$ cat src/rtl/astir_sync_pkg.sv
// Shared constants, FSM state type and timing-code helper for the
// astir embedded-sync encoder.
package astir_sync_pkg;

    // Timing-code preamble bytes.
    localparam logic [7:0] PRE_FF = 8'hFF;
    localparam logic [7:0] PRE_00 = 8'h00;

    // Blanking fill pattern: FILL_A on even positions, FILL_B on odd.
    localparam logic [7:0] FILL_A = 8'h80;
    localparam logic [7:0] FILL_B = 8'h10;

    typedef enum logic [2:0] {
        ST_IDLE   = 3'd0,
        ST_EAV    = 3'd1,
        ST_HBLANK = 3'd2,
        ST_SAV    = 3'd3,
        ST_ACTIVE = 3'd4
    } enc_state_e;

    // XY status byte: {1, F, V, H, P3, P2, P1, P0} with the protection bits.
    function automatic logic [7:0] xy_code(input logic f, input logic v, input logic h);
        return {1'b1, f, v, h, v ^ h, f ^ h, f ^ v, f ^ v ^ h};
    endfunction

endpackage

$ cat src/rtl/astir_tx_timing.sv
// Horizontal/vertical position counters for the sync encoder. Counters run
// only while i_run is high and sit at zero otherwise.
module astir_tx_timing #(
    parameter  int H_ACTIVE = 1280,
    parameter  int H_BLANK  = 272,
    parameter  int V_ACTIVE = 480,
    parameter  int V_BLANK  = 45,
    localparam int LINE_LEN = H_ACTIVE + H_BLANK + 8,
    localparam int V_TOTAL  = V_BLANK + V_ACTIVE,
    localparam int HW       = (LINE_LEN > 1) ? $clog2(LINE_LEN) : 1,
    localparam int VW       = (V_TOTAL > 1) ? $clog2(V_TOTAL) : 1
) (
    input  logic          i_clk,
    input  logic          i_rst,
    input  logic          i_run,
    output logic [HW-1:0] o_h_cnt,
    output logic [VW-1:0] o_v_cnt,
    output logic          o_h_wrap,
    output logic          o_frame_wrap,
    output logic          o_v_blank
);

    localparam logic [HW-1:0] H_LAST = HW'(LINE_LEN - 1);
    localparam logic [VW-1:0] V_LAST = VW'(V_TOTAL - 1);
    localparam logic [VW-1:0] V_BL   = VW'(V_BLANK);

    logic [HW-1:0] r_h_cnt;
    logic [VW-1:0] r_v_cnt;

    // Advance h every byte, v on each h wrap; hold both at zero when idle.
    always_ff @(posedge i_clk) begin
        if (i_rst) begin
            r_h_cnt <= '0;
            r_v_cnt <= '0;
        end else if (i_run) begin
            if (r_h_cnt == H_LAST) begin
                r_h_cnt <= '0;
                if (r_v_cnt == V_LAST) begin
                    r_v_cnt <= '0;
                end else begin
                    r_v_cnt <= r_v_cnt + VW'(1);
                end
            end else begin
                r_h_cnt <= r_h_cnt + HW'(1);
                r_v_cnt <= r_v_cnt;
            end
        end else begin
            r_h_cnt <= '0;
            r_v_cnt <= '0;
        end
    end

    assign o_h_cnt      = r_h_cnt;
    assign o_v_cnt      = r_v_cnt;
    assign o_h_wrap     = (r_h_cnt == H_LAST);
    assign o_frame_wrap = (r_h_cnt == H_LAST) && (r_v_cnt == V_LAST);
    assign o_v_blank    = (r_v_cnt < V_BL);

endmodule

$ cat src/rtl/astir_sync_encoder.sv
// BT.656-style embedded-sync transmitter: emits EAV/SAV timing codes,
// blanking fill and active pixel bytes pulled from a FWFT pixel FIFO.
// Optional feature macro: ASTIR_ENC_FIELD_EN (toggle F at every frame wrap).
module astir_sync_encoder
    import astir_sync_pkg::*;
#(
    parameter int H_ACTIVE = 1280,
    parameter int H_BLANK  = 272,
    parameter int V_ACTIVE = 480,
    parameter int V_BLANK  = 45
) (
    input  logic       clock_in,
    input  logic       reset,
    input  logic       enable,
    input  logic [7:0] pix_data,
    input  logic       pix_empty,
    output logic       pix_rd,
    output logic [7:0] data_out,
    output logic       frame_start,
    output logic       underrun,
    input  logic       underrun_clr
);

    localparam int LINE_LEN = H_ACTIVE + H_BLANK + 8;
    localparam int V_TOTAL  = V_BLANK + V_ACTIVE;
    localparam int HW       = (LINE_LEN > 1) ? $clog2(LINE_LEN) : 1;
    localparam int VW       = (V_TOTAL > 1) ? $clog2(V_TOTAL) : 1;

    // Last h position of each region within a line.
    localparam logic [HW-1:0] EAV_LAST  = HW'(3);
    localparam logic [HW-1:0] HBL_LAST  = HW'(3 + H_BLANK);
    localparam logic [HW-1:0] SAV_FIRST = HW'(4 + H_BLANK);
    localparam logic [HW-1:0] SAV_LAST  = HW'(7 + H_BLANK);

    enc_state_e    r_state;
    logic [7:0]    r_data;
    logic          r_fs;
    logic          r_underrun;

    logic [HW-1:0] w_h_cnt;
    logic [VW-1:0] w_v_cnt;
    logic          w_h_wrap;
    logic          w_frame_wrap;
    logic          w_v_blank;
    logic          w_run;
    logic          w_field;
    logic [1:0]    w_sav_pos;
    logic [7:0]    w_fill;
    logic [7:0]    w_byte;
    logic          w_fs;
    logic          w_pix_rd;
    logic          w_urun_evt;

    assign w_run = (r_state != ST_IDLE);

    astir_tx_timing #(
        .H_ACTIVE (H_ACTIVE),
        .H_BLANK  (H_BLANK),
        .V_ACTIVE (V_ACTIVE),
        .V_BLANK  (V_BLANK)
    ) u_timing (
        .i_clk        (clock_in),
        .i_rst        (reset),
        .i_run        (w_run),
        .o_h_cnt      (w_h_cnt),
        .o_v_cnt      (w_v_cnt),
        .o_h_wrap     (w_h_wrap),
        .o_frame_wrap (w_frame_wrap),
        .o_v_blank    (w_v_blank)
    );

`ifdef ASTIR_ENC_FIELD_EN
    logic r_field;

    // Field flag flips at every frame wrap so successive frames alternate F.
    always_ff @(posedge clock_in) begin
        if (reset) begin
            r_field <= 1'b0;
        end else if (w_run && w_frame_wrap) begin
            r_field <= ~r_field;
        end else begin
            r_field <= r_field;
        end
    end

    assign w_field = r_field;
`else
    assign w_field = 1'b0;
`endif

    // Region starts are even, so the fill phase is simply h_cnt[0].
    assign w_fill    = w_h_cnt[0] ? FILL_B : FILL_A;
    assign w_sav_pos = w_h_cnt[1:0] - SAV_FIRST[1:0];

    // Select the byte for the current position and the FIFO pop / underrun event.
    always_comb begin
        w_byte     = w_fill;
        w_fs       = 1'b0;
        w_pix_rd   = 1'b0;
        w_urun_evt = 1'b0;
        case (r_state)
            ST_IDLE: begin
                w_byte = FILL_A;
            end
            ST_EAV: begin
                w_fs = (w_h_cnt == HW'(0)) && (w_v_cnt == VW'(0));
                case (w_h_cnt[1:0])
                    2'd0:    w_byte = PRE_FF;
                    2'd1:    w_byte = PRE_00;
                    2'd2:    w_byte = PRE_00;
                    2'd3:    w_byte = xy_code(w_field, w_v_blank, 1'b1);
                    default: w_byte = FILL_A;
                endcase
            end
            ST_HBLANK: begin
                w_byte = w_fill;
            end
            ST_SAV: begin
                case (w_sav_pos)
                    2'd0:    w_byte = PRE_FF;
                    2'd1:    w_byte = PRE_00;
                    2'd2:    w_byte = PRE_00;
                    2'd3:    w_byte = xy_code(w_field, w_v_blank, 1'b0);
                    default: w_byte = FILL_A;
                endcase
            end
            ST_ACTIVE: begin
                if (!w_v_blank) begin
                    if (!pix_empty) begin
                        w_byte   = pix_data;
                        w_pix_rd = 1'b1;
                    end else begin
                        // Line timing never stalls: keep counting and emit fill.
                        w_byte     = w_fill;
                        w_urun_evt = 1'b1;
                    end
                end else begin
                    w_byte = w_fill;
                end
            end
            default: begin
                w_byte = FILL_A;
            end
        endcase
    end

    // Region FSM plus registered stream, frame pulse and sticky underrun.
    always_ff @(posedge clock_in) begin
        if (reset) begin
            r_state    <= ST_IDLE;
            r_data     <= FILL_A;
            r_fs       <= 1'b0;
            r_underrun <= 1'b0;
        end else begin
            r_data     <= w_byte;
            r_fs       <= w_fs;
            r_underrun <= w_urun_evt | (r_underrun & ~underrun_clr);
            case (r_state)
                ST_IDLE: begin
                    r_state <= enable ? ST_EAV : ST_IDLE;
                end
                ST_EAV: begin
                    if (w_h_cnt == EAV_LAST) begin
                        r_state <= (H_BLANK == 0) ? ST_SAV : ST_HBLANK;
                    end else begin
                        r_state <= ST_EAV;
                    end
                end
                ST_HBLANK: begin
                    if (w_h_cnt == HBL_LAST) begin
                        r_state <= ST_SAV;
                    end else begin
                        r_state <= ST_HBLANK;
                    end
                end
                ST_SAV: begin
                    if (w_h_cnt == SAV_LAST) begin
                        r_state <= ST_ACTIVE;
                    end else begin
                        r_state <= ST_SAV;
                    end
                end
                ST_ACTIVE: begin
                    if (w_h_wrap) begin
                        // enable is only honoured at a frame boundary.
                        if (w_frame_wrap && !enable) begin
                            r_state <= ST_IDLE;
                        end else begin
                            r_state <= ST_EAV;
                        end
                    end else begin
                        r_state <= ST_ACTIVE;
                    end
                end
                default: begin
                    r_state <= ST_IDLE;
                end
            endcase
        end
    end

    assign pix_rd      = w_pix_rd;
    assign data_out    = r_data;
    assign frame_start = r_fs;
    assign underrun    = r_underrun;

endmodule

$ cat config.mk
export PLATFORM = sky130hd
export DESIGN_NAME = astir_sync_encoder
export DESIGN_NICKNAME = d
export VERILOG_FILES = /design/src/rtl/astir_sync_pkg.sv /design/src/rtl/astir_tx_timing.sv /design/src/rtl/astir_sync_encoder.sv
export SDC_FILE = /design/constraint.sdc
export NUM_CORES = 1
export LEC_CHECK = 0
export BUFFER_PORTS_ARGS = -buffer_cell sky130_fd_sc_hd__clkbuf_2
export CAP_MARGIN = 20
export CORE_ASPECT_RATIO = 0.8
export CORE_MARGIN = 5
export CORE_UTILIZATION = 60
export CTS_CLUSTER_DIAMETER = 50
export CTS_CLUSTER_SIZE = 14
export DETAILED_ROUTE_END_ITERATION = 8
export HOLD_SLACK_MARGIN = 0.08
export PLACE_DENSITY = 0.83
export SLEW_MARGIN = 25
export SYNTH_ARGS = -nofsm -noshare
export SYNTH_HDL_FRONTEND = slang
export SYNTH_HIERARCHICAL = 1
export SYNTH_SLANG_ARGS = --single-unit
$ cat constraint.sdc
create_clock -name clock_in -period 3.6 [get_ports clock_in]
set_input_delay 0 -clock clock_in [delete_from_list [all_inputs] [get_ports clock_in]]
set_output_delay 0 -clock clock_in [all_outputs]
set_load 0.02 [all_outputs]
[Word level (Yosys, flattened, before mapping)]
Cells that the tools add are included.
Cells by class
  add/sub/neg operators: 2
  order comparisons: 1
  equal/unequal tests: 12
  multiplexer cells: 20
  bitwise operators: 6
  reduce and logical (&&, ||, !) cells: 13
Operators with widths (number)
  $pmux 8 s3: 2
  $pmux 8 s4: 1
  $mux 8: 3
  $eq 11x9->1 const B: 2
  $pmux 3 s5: 1
  $add 11x1->11 const B: 1
  $eq 11x11->1 const B: 1
  $eq 11x2->1 const B: 1
  $logic_not 11->1: 1
  $add 10x1->10 const B: 1
  $eq 10x10->1 const B: 1
  $logic_not 10->1: 1
  $lt 10x6->1 const B: 1
  $mux 10: 1
  $mux 1: 9
  $eq 3x2->1 const B: 2
  $mux 3: 2
  $reduce_or 2->1: 3
  $eq 2x2->1 const B: 2
  $not 1->1: 4
  $eq 3x1->1 const B: 1
  $eq 3x3->1 const B: 1
  $logic_and 1x1->1: 3
  $logic_not 3->1: 1
  other kinds (8): 8
Storage, ports and cells
  register bits after elaboration: 34
  input bits: 13
  output and inout port bits: 11
  logic and storage cells: 60

[Depth between registers and ports, before layout]
Gate-level depths: netlist (run 1).
  depth after elaboration: 6
  depth in mapped cells: 9
  depth with buffers taken out: 9

[Cells and area by module]
The synthesis (run 1) kept the hierarchy.
By module, submodules not included
  astir_tx_timing: instances 1, cells each 117, area each 1021.0 um^2
  astir_sync_encoder: instances 1, cells each 89, area each 719.4 um^2

[Worst setup path before layout (run 1)]
Ideal clock, no wire load.
  kind: flip-flop to flip-flop
  from: register u_timing.r_h_cnt[4] (netlist: u_timing/o_h_cnt[4])
  to: register u_timing.r_v_cnt[6] (netlist: u_timing/o_v_cnt[6])
  setup time: 0.067 ns
  arrival: 2.079 ns
  path slack: 1.454 ns
  stages on the path, launching flop included: 6
  clock period less this slack: 2.146 ns
  path through: dfxtp_1 -> or4b_4 -> or3_1 -> buf_6 -> or4_4 -> a21oi_2
On the way
  word-level cells in the longest chain between the ends: 1
RTL lines
  from (decl): line astir_tx_timing.sv:27  | logic [HW-1:0] r_h_cnt;
  from (signal assigned): line astir_tx_timing.sv:44  | r_h_cnt <= r_h_cnt + HW'(1);
  $eq 11x11->1: line astir_tx_timing.sv:36  | if (r_h_cnt == H_LAST) begin
  to (signal assigned): line astir_tx_timing.sv:41  | r_v_cnt <= r_v_cnt + VW'(1);
  to (signal assigned): line astir_tx_timing.sv:45  | r_v_cnt <= r_v_cnt;
  to (decl): line astir_tx_timing.sv:28  | logic [VW-1:0] r_v_cnt;
No other way between the ends.
A chain may end at the register's enable or synchronous reset.

[Worst setup path after layout (run 1)]
  from: register u_timing.r_v_cnt[0] (netlist: u_timing/o_v_cnt[0])
  to: register r_data[0] (netlist: data_out[0])
On the way
  word-level cells in the longest chain between the ends: 4
RTL lines
  $lt 10x6->1 *: line astir_tx_timing.sv:57  | assign o_v_blank = (r_v_cnt < V_BL);
  named net w_v_blank: line astir_sync_encoder.sv:44  | logic w_v_blank;
  $not 1->1 (no line)
  $pmux 8 s3: line astir_sync_encoder.sv:107  | case (w_h_cnt[1:0])
  $pmux 8 s4 *: line astir_sync_encoder.sv:101  | case (r_state)
  to (signal assigned): line astir_sync_encoder.sv:155  | r_data <= w_byte;
  to (decl): line astir_sync_encoder.sv:36  | logic [7:0] r_data;
Mark *: on every way through the listed nets, which the timed path passes. The rest lies on a longest branch.

==> results of run 1 <==
worst min path at each step:
stage / from / end / cells after the start
3_3_place_gp: pix_data[5] / data_out[5] / 3
3_5_place_dp: pix_data[2] / data_out[2] / 3
5_1_grt: pix_empty / data_out[4] / 4
4_1_cts: pix_empty / data_out[6] / 4
6_report: pix_empty / data_out[6] / 4
2_1_floorplan: pix_empty / pix_rd / 1
cell type report:
cell class / count / area share, %
Clock buffer: 7 / 2.62
Clock inverter: 1 / 0.238
Inverter: 8 / 1.43
Multi-Input combinational cell: 161 / 48.0
Sequential cell: 34 / 32.4
Tap cell: 38 / 2.26
Timing Repair Buffer: 39 / 13.1
per-stage QoR:
stage | std cells | worst slack [ns] | utilization, % | area [µm²]
after floorplan | 206 | 1.45 | - | 1740
after CTS | 288 | 1.07 | 76.1 | 2100
after detailed placement | 264 | 1.33 | 68.1 | 1880
final | 288 | 1.02 | 76.1 | 2100
after global routing | 288 | 0.832 | 76.1 | 2100
after global placement | 264 | 1.38 | 68.1 | 1880
registers in the layout (all words and copies together), names as in the netlist:
name / count
r_state: 3
data_out: 8
frame_start: 1
underrun: 1
u_timing/o_h_cnt: 11
u_timing/o_v_cnt: 10
layout by cell type (no fill, tap or decap), types with 6 or more instances in the layout:
cell           count
xnor2_1           12
nor2_1            24
dlygate4sd3_1     16
nor4_1             9
a21oi_1           11
nor3_1             6
clkbuf_2          23
dfxtp_1           34
o21ai_0            9
nand2_1           21
ha_1               6
inv_1              8
nand4_1           10
nand3_1            9
power by group:
group | internal (mW) | leakage [nW] | switching (mW)
Sequential | 0.381 | 0.275 | 0.00451
Clock | 0.0945 | 0.0353 | 0.127
Combinational | 0.0228 | 0.406 | 0.0285
critical path, stage by stage (launching register included):
cell and delay [ns]:
dfxtp_1 0.48, inv_1 0.10, ha_1 0.21, nor2_1 0.09, o21ai_0 0.07, and3b_1 0.30, nor3_4 0.39, nand2_1 0.13
dlygate4sd3_1 0.59, a21oi_1 0.14
what timing repair did:
item                      4_1_cts  5_1_grt
hold endpoints to repair       13        0
hold buffers                   16        0
resized for setup               0        0
buffers inserted                0        0
layer usage:
layer,vias to the layer above,track usage (%)
li1,831,-
met1,784,30.1
met2,55,36.1
met3,6,9.19
met4,0,8.74
met5,-,0
kinds of logic after synthesis:
kind of cell    share of synthesized area [%]
compound gates                           11.4
xor+xnor                                 7.05
fa+ha+maj                                4.31
buf+inv                                  2.88
flops                                    39.1
mux                                      1.80
simple gates                             33.4
==> results.py, run 1 <==
metrics = {
    "status": {
        "run_status": "complete, no violations",
    },
    "yosys": {
        "avgSynthCellArea_um2": 8.45,
        "yosys.area.top_type_share_pct": 39.1,
        "synthArstFlopShare_pct": 0,
        "synth_flop_cell": "dfxtp_1",
        "ys_types": 46,
        "synth_edf_count": 0,
        "yosysSeqAreaShare_pct": 39.1,
        "yosysWarnings": 6,
        "syn_inst": 206,
        "synth_common_cells": "34 x dfxtp_1, 24 x nor2_1, 21 x nand2_1",
        "synth_top_area_cell": "dfxtp_1",
        "synth_top_cells_by_area": "dfxtp_1 39%, xnor2_1 6.0%, nor2_1 5.2%, nand2_1 4.5%, ha_1 4.3%",
        "yosysMostFrequentCell": "dfxtp_1",
        "syn_nets": 225,
        "ys_ff_latch": 34,
        "syn_area_um2": 1740,
    },
    "sta": {
        "fin_crit_ns": 2.58,
        "skew_ns": 0.00573,
        "finalSetupViolCount": 0,
        "tightestPinTransition_ns": 0.581,
        "hold_ws_ns": 0.153,
        "relSlewSlack_pct": 60.9,
        "maxSlewViolCount": 0,
        "fin_crit_sh_pct": 71.6,
        "finalSetupTns_ns": 0,
        "rsz0062_at_grt": "no",
        "fmax_ghz": 0.388,
        "hold_violations": 0,
    },
    "clock_tree": {
        "root_buffer": "clkbuf_4",
        "cts_tree": "built",
        "clk_pin_slew_ns": 0.10,
        "cts_num_sinks": 34,
        "clk_latency_ns": 0.35,
        "cts_buffers": 5,
        "cts_max_level": 2,
        "cts_max_path_buffers": 2,
    },
    "die": {
        "die_area_um2": 4080,
        "die_x_um": 70.2,
        "row_count": 17,
        "io_pins": 24,
        "core_um2": 2770,
        "fp.dieH_um": 58.2,
        "initial_utilization_pct": 62.9,
    },
    "critical_path": {
        "cp_max_fo": 8,
        "critPathCapture": "data_out[0]",
        "start_kind": "flop",
        "startpoint": "u_timing/o_v_cnt[0]",
        "r2r_setup_slack_ns": 1.02,
        "cp-end-kind": "flop",
        "r2r_cells": 9,
        "rr_startpoint": "u_timing/o_v_cnt[0]",
        "r2r_end": "data_out[0]",
        "crit_type": "flop to flop",
        "worstPathRequired_ns": 3.88,
        "cp.arrival_ns": 2.85,
    },
    "detailed_routing": {
        "dr.pass1.iters": 4,
        "vias_per_cell": 5.82,
        "maxUsedRoutingLayer": "met4",
        "wl_met2_mm": 1.98,
        "drtIter0Drc": 187,
        "wl_met3_um": 306,
        "drc": 0,
        "postRouteAntennaNets": 0,
        "drt-total-wl_mm": 4.30,
        "wl_met1_mm": 1.95,
        "wire_per_inst_um": 14.9,
        "vias": 1676,
    },
    "finish": {
        "multi_input_area_um2": 1010,
        "final_nets": 268,
        "seqCellArea_um2": 681,
        "syn2layout_area_growth_pct": 20.8,
        "layout-drive-gt1-share_pct": 16.0,
        "fill_cells": 213,
        "diodes": 0,
    },
    "pwr": {
        "total_power_mw": 0.658,
        "power_density_nw_per_um2": 313,
        "power.leakage_nw": 0.716,
        "peakVddDrop_mv": 0.310,
    },
    "grt": {
        "grt_pass1_vias": 1679,
        "grt_max_degree": 13,
        "grt_use_total_pct": 23.5,
        "grt_pass1_wl_mm": 7.64,
        "overflow": 0,
        "antenna_found_initial": 0,
    },
    "placed_design": {
        "dpl.hpwl_mm": 2.89,
        "placement.io_buffers": 23,
        "gp_congestion": 0.911,
    },
    "job": {
        "maxCapViolations": 0,
    },
    "min_path": {
        "hold_path_class": "primary input to flop",
    },
}
(Power assumes the default switching activity.)
==> inputs of run 2 (changes only) <==
- CORE_UTILIZATION: 60 -> 56
- PLACE_DENSITY: 0.83 -> 0.78
- clock period: 3.6 -> 2.5 ns (I/O delays scaled with it)
==> run 2 against run 1 <==
Die area grew 6.0%. Register-to-register slack lost 0.85 ns. Highest routed layer unchanged. Fmax grew 11%. Design area grew 2.0%. Final cell count grew 0.35%. Sequential power grew 43%. Non-clock buffer count shrank 1. Largest power group unchanged. Critical path depth is the same. Wire length shrank 5.3%. Clock power grew 120%. Flip-flop and latch count is the same. Clock skew shrank 0.0024 ns.
==> results.py, run 2 (synthesis results as in run 1) <==
metrics = {
    "min_path": {
        "worst_hold_path.num_cells": 4,
        "min_from": "pix_empty",
        "hold-path-endpoint": "data_out[5]",
        "hold_path_class": "primary input to flop",
    },
    "finish": {
        "final_cell_mix": "32 x dfxtp_1, 24 x nor2_1, 23 x clkbuf_2",
        "postLayoutCoreUtil_pct": 70.6,
        "multi_input_area_um2": 1010,
        "largest_register_ffs": 11,
        "final_common_cell": "dfxtp_1",
        "layout-drive-gt1-share_pct": 18.5,
        "design_area_um2": 2150,
        "final_nets": 267,
        "syn2layout_area_growth_pct": 23.3,
        "seqCellArea_um2": 686,
        "final_cells": 289,
        "diodes": 0,
        "fill_cells": 244,
    },
    "pwr": {
        "seqPwrFrac_pct": 49.1,
        "power.leakage_nw": 0.738,
        "swShare_pct": 22.2,
        "p_int_mw": 0.875,
        "pwr-share-clk_pct": 44.1,
        "pwr-share-comb_pct": 6.8,
        "p_sw_mw": 0.250,
        "peakVddDrop_mv": 0.426,
        "power_density_nw_per_um2": 524,
        "total_power_mw": 1.12,
    },
    "critical_path": {
        "cp.arrival_ns": 2.54,
        "start_kind": "flop",
        "r2r_setup_slack_ns": 0.17,
        "rr_startpoint": "u_timing/o_v_cnt[1]",
        "startpoint": "u_timing/o_v_cnt[1]",
        "crit_type": "flop to flop",
        "r2r_cells": 9,
        "r2r_end": "data_out[0]",
        "cp-end-kind": "flop",
        "cp_max_fo": 8,
        "worstPathRequired_ns": 2.71,
    },
    "grt": {
        "grt_use_total_pct": 20.9,
        "grt_max_degree": 13,
        "grt_pass1_wl_mm": 6.91,
        "antenna_found_initial": 0,
        "overflow": 0,
        "grt_pass1_vias": 1493,
    },
    "sta": {
        "rsz0062_at_grt": "no",
        "finalSetupTns_ns": 0,
        "fin_crit_sh_pct": 93.2,
        "fin_crit_ns": 2.33,
        "skew_ns": 0.00336,
        "hold_violations": 0,
        "maxSlewViolCount": 0,
        "finalSetupViolCount": 0,
        "relSlewSlack_pct": 64.4,
        "fmax_ghz": 0.429,
        "tightestPinTransition_ns": 0.530,
    },
    "status": {
        "run_status": "complete, no violations",
    },
    "clock_tree": {
        "root_buffer": "clkbuf_8",
        "clk_pin_slew_ns": 0.07,
        "post-cts-setup-buffers": 0,
        "cts_max_level": 2,
        "clk_latency_ns": 0.29,
        "cts_buffers": 5,
        "cts_num_sinks": 34,
        "cts_tree": "built",
        "cts_max_path_buffers": 2,
    },
    "die": {
        "core_um2": 3040,
        "initial_utilization_pct": 57.2,
        "fp.dieH_um": 59.9,
        "die_x_um": 72.3,
        "row_count": 18,
        "io_pins": 24,
        "die_area_um2": 4330,
    },
    "placed_design": {
        "place_inst": 268,
        "placement.io_buffers": 23,
        "gp_congestion": 0.838,
        "place_area_um2": 1900,
        "dpl.hpwl_mm": 2.79,
    },
    "detailed_routing": {
        "drt-total-wl_mm": 4.07,
        "dr.pass1.iters": 4,
        "drtIter0Drc": 117,
        "postRouteAntennaNets": 0,
        "drc": 0,
        "vias": 1608,
        "vias_per_cell": 5.56,
        "wire_per_inst_um": 14.1,
    },
    "job": {
        "maxCapViolations": 0,
    },
}
==> run 2: critical path, stage by stage (launching register included) <==
cell and delay, ns:
dfxtp_2 0.40, inv_1 0.08, ha_1 0.18, nor2_1 0.09, o21ai_0 0.06, and3b_2 0.29
nor3_4 0.32, nand2_1 0.10, dlygate4sd3_1 0.58, a21oi_1 0.17
==> run 2: how the worst max path moves through the flow <==
stage / endpoint / slack, ns
2_1_floorplan: u_timing/o_v_cnt[6] / 0.35
3_3_place_gp: u_timing/o_v_cnt[6] / 0.28
3_5_place_dp: u_timing/o_v_cnt[6] / 0.25
4_1_cts: data_out[1] / 0.05
5_1_grt: data_out[3] / 0.03
6_report: data_out[0] / 0.17
==> run 2: power by group through the flow <==
stage                     logic [mW]  registers (mW)  clock network, mW
after CTS                     0.0747           0.553              0.506
final                         0.0763           0.552              0.496
after global placement        0.0633           0.566                  0
after floorplan               0.0330           0.569                  0
after global routing          0.0834           0.553              0.537
after detailed placement      0.0634           0.566                  0
==> run 2: layout make-up <==
cell class / instances / share of cell area (%)
multi-input combinational: 161 / 47.1
sequential: 34 / 32.0
timing repair buffer: 38 / 12.1
clock buffer: 5 / 3.21
tap: 40 / 2.33
clock inverter: 3 / 1.87
inverter: 8 / 1.40
==> run 2: per-layer routing <==
metal	vias to the layer above	part of all wire (%)	track usage (%)	wire length, µm
li1	826	-	-	-
met3	12	5.9	7.23	242
met2	40	45	30.4	1830
met1	730	47	28.6	1900
met5	-	0	0	0
met4	0	2.3	7.51	92
==> run 2: stage by stage <==
stage | setup slack (ns) | hold slack, ns
2_1_floorplan | 0.354 | 0.0518
3_3_place_gp | 0.277 | 0.230
3_5_place_dp | 0.249 | 0.234
4_1_cts | 0.0542 | 0.0810
5_1_grt | 0.0262 | 0.0924
6_report | 0.170 | 0.0844
==> run 2: repair_timing <==
action                                 CTS  global route
gates resized for setup                  0             4
endpoints found under the hold margin   12             0
hold buffers                            13             0
setup endpoints to repair                0             4
==> inputs of run 3 (changes only) <==
- CORE_MARGIN: 5 -> 10
- REMOVE_ABC_BUFFERS: default -> 1
==> run 3 against run 2 <==
Sequential power barely moved. Total power is 2.0% higher. Worst hold slack improved by 0.025 ns. Critical path type unchanged. Design area rose by 1.0%. Critical endpoint is now data_out[1]. Global-route usage decreased by 4.2 points. Wire length is 15% higher. Combinational power increased by 3.0%. Non-clock buffer count grew 2.
==> results.py, run 3 (synthesis results as in run 1) <==
metrics = {
    "grt": {
        "antenna_found_initial": 1,
        "grt_use_total_pct": 16.7,
        "grt_pass1_wl_mm": 7.43,
        "grt_max_degree": 13,
        "grt_pass1_vias": 1575,
        "overflow": 0,
    },
    "placed_design": {
        "place_inst": 268,
        "place_area_um2": 1900,
        "gp_congestion": 0.862,
        "dp_slack_ns": 0.243,
        "placement.io_buffers": 23,
        "dpl.hpwl_mm": 3.07,
    },
    "finish": {
        "final_common_cell": "dfxtp_1",
        "final_nets": 269,
        "layout-drive-gt1-share_pct": 19.1,
        "design_area_um2": 2170,
        "syn2layout_area_growth_pct": 24.6,
        "largest_register_ffs": 11,
        "final_cell_mix": "32 x dfxtp_1, 24 x nor2_1, 23 x clkbuf_2",
        "final_cells": 292,
    },
    "detailed_routing": {
        "wire_per_inst_um": 16.0,
        "drt-total-wl_mm": 4.67,
        "vias": 1711,
        "dr.pass1.iters": 7,
        "drc": 0,
        "vias_per_cell": 5.86,
        "postRouteAntennaNets": 0,
        "drtIter0Drc": 238,
    },
    "critical_path": {
        "startpoint": "u_timing/o_v_cnt[1]",
        "r2r_setup_slack_ns": 0.16,
        "rr_startpoint": "u_timing/o_v_cnt[1]",
        "crit_type": "flop to flop",
        "cpLargestDelayFamily": "simple AND/OR/NAND/NOR gates",
        "slowest_stage": "dlygate4sd3_1",
        "cp-end-kind": "flop",
        "cp.depth": 9,
        "r2r_end": "data_out[1]",
        "path_buf_inv": 2,
        "worstPathRequired_ns": 2.72,
        "cp_max_fo": 8,
        "cp.arrival_ns": 2.56,
        "cp_cell_sequence": "inv_1 -> ha_1 -> nor2_1 -> o21ai_0 -> and3b_2 -> nor3_4 -> nand2_1 -> dlygate4sd3_1 -> a21oi_1",
        "cpPeakStageDelay_ns": 0.58,
        "critPathCapture": "data_out[1]",
        "start_kind": "flop",
        "r2r_cells": 9,
    },
    "clock_tree": {
        "cts_max_level": 2,
        "clk_pin_slew_ns": 0.07,
        "cts_tree": "built",
        "cts_num_sinks": 34,
        "root_buffer": "clkbuf_8",
        "clk_latency_ns": 0.30,
        "cts_max_path_buffers": 2,
        "cts_buffers": 5,
    },
    "die": {
        "die_area_um2": 5750,
        "die_x_um": 82.3,
        "core_um2": 3040,
        "io_pins": 24,
        "row_count": 18,
        "initial_utilization_pct": 57.2,
        "fp.dieH_um": 69.9,
    },
    "pwr": {
        "p_sw_mw": 0.269,
        "power_density_nw_per_um2": 529,
        "peakVddDrop_mv": 0.428,
        "swShare_pct": 23.4,
        "power.leakage_nw": 0.740,
        "pwr-share-comb_pct": 6.9,
        "seqPwrFrac_pct": 48.3,
        "p_int_mw": 0.878,
        "pwr-share-clk_pct": 44.9,
    },
    "sta": {
        "finalSetupTns_ns": 0,
        "relSlewSlack_pct": 60.9,
        "fin_crit_sh_pct": 93.7,
        "setup_ws_ns": 0.157,
        "fmax_ghz": 0.427,
        "tightestPinTransition_ns": 0.582,
        "fin_crit_ns": 2.34,
        "skew_ns": 0.00697,
        "hold_violations": 0,
        "maxSlewViolCount": 0,
        "hold_ws_ns": 0.109,
        "finalSetupViolCount": 0,
    },
    "min_path": {
        "hold_path_class": "primary input to flop",
    },
    "job": {
        "maxCapViolations": 0,
    },
    "status": {
        "run_status": "complete, no violations",
    },
}
## run 3: what timing repair did
| action | 4_1_cts | 5_1_grt |
|---|---|---|
| hold buffers | 13 | 0 |
| endpoints found under the setup margin | 0 | 4 |
| resized for setup | 0 | 4 |
| setup buffers | 0 | 2 |
| endpoints found under the hold margin | 12 | 0 |
## run 3: per-layer routing
| metal | global-route usage, % | share of wire [%] | up-vias |
|---|---|---|---|
| met5 | 0 | 0 | - |
| met4 | 9.06 | 3.0 | 0 |
| met3 | 6.01 | 7.9 | 14 |
| met2 | 24.2 | 45 | 91 |
| met1 | 20.6 | 44 | 775 |
| li1 | - | - | 831 |
## run 3: power groups by stage
stage	combinational, mW	sequential [mW]	clock, mW
6_report	0.0786	0.553	0.515
5_1_grt	0.0851	0.554	0.550
4_1_cts	0.0760	0.554	0.522
3_5_place_dp	0.0639	0.566	0
3_3_place_gp	0.0636	0.566	0
2_1_floorplan	0.0298	0.571	0
## run 3: stage by stage
step,util [%],power (mW)
after floorplan,-,0.601
after global placement,62.5,0.630
after detailed placement,62.5,0.630
after CTS,70.5,1.15
after global routing,71.3,1.19
final,71.3,1.15
## run 3: layout make-up
| class | instances | area, µm² |
|---|---|---|
| Antenna cell | 1 | 2.50 |
| Clock buffer | 5 | 68.8 |
| Clock inverter | 3 | 45.0 |
| Fill cell | 242 | 872 |
| Inverter | 8 | 30.0 |
| Multi-Input combinational cell | 161 | 1010 |
| Sequential cell | 34 | 686 |
| Tap cell | 40 | 50.0 |
| Timing Repair Buffer | 40 | 275 |
## run 3: how the worst min path moves through the flow
stage           startpoint     endpoint  slack, ns  cells after the start
2_1_floorplan    pix_empty       pix_rd       0.05                      1
3_3_place_gp   pix_data[5]  data_out[5]       0.23                      3
3_5_place_dp   pix_data[1]  data_out[1]       0.24                      3
4_1_cts          pix_empty  data_out[2]       0.09                      4
5_1_grt        pix_data[7]  data_out[7]       0.12                      4
6_report       pix_data[7]  data_out[7]       0.11                      4
## run 3: worst register-to-register path, delay by kind of cell (launching register included)
kind	cells	cell delay [ns]
buffers and inverters	2	0.66
adders and majority gates	1	0.18
DFF	1	0.39
AOI/OAI and AO/OA	2	0.25
and+or+nand+nor	4	0.79
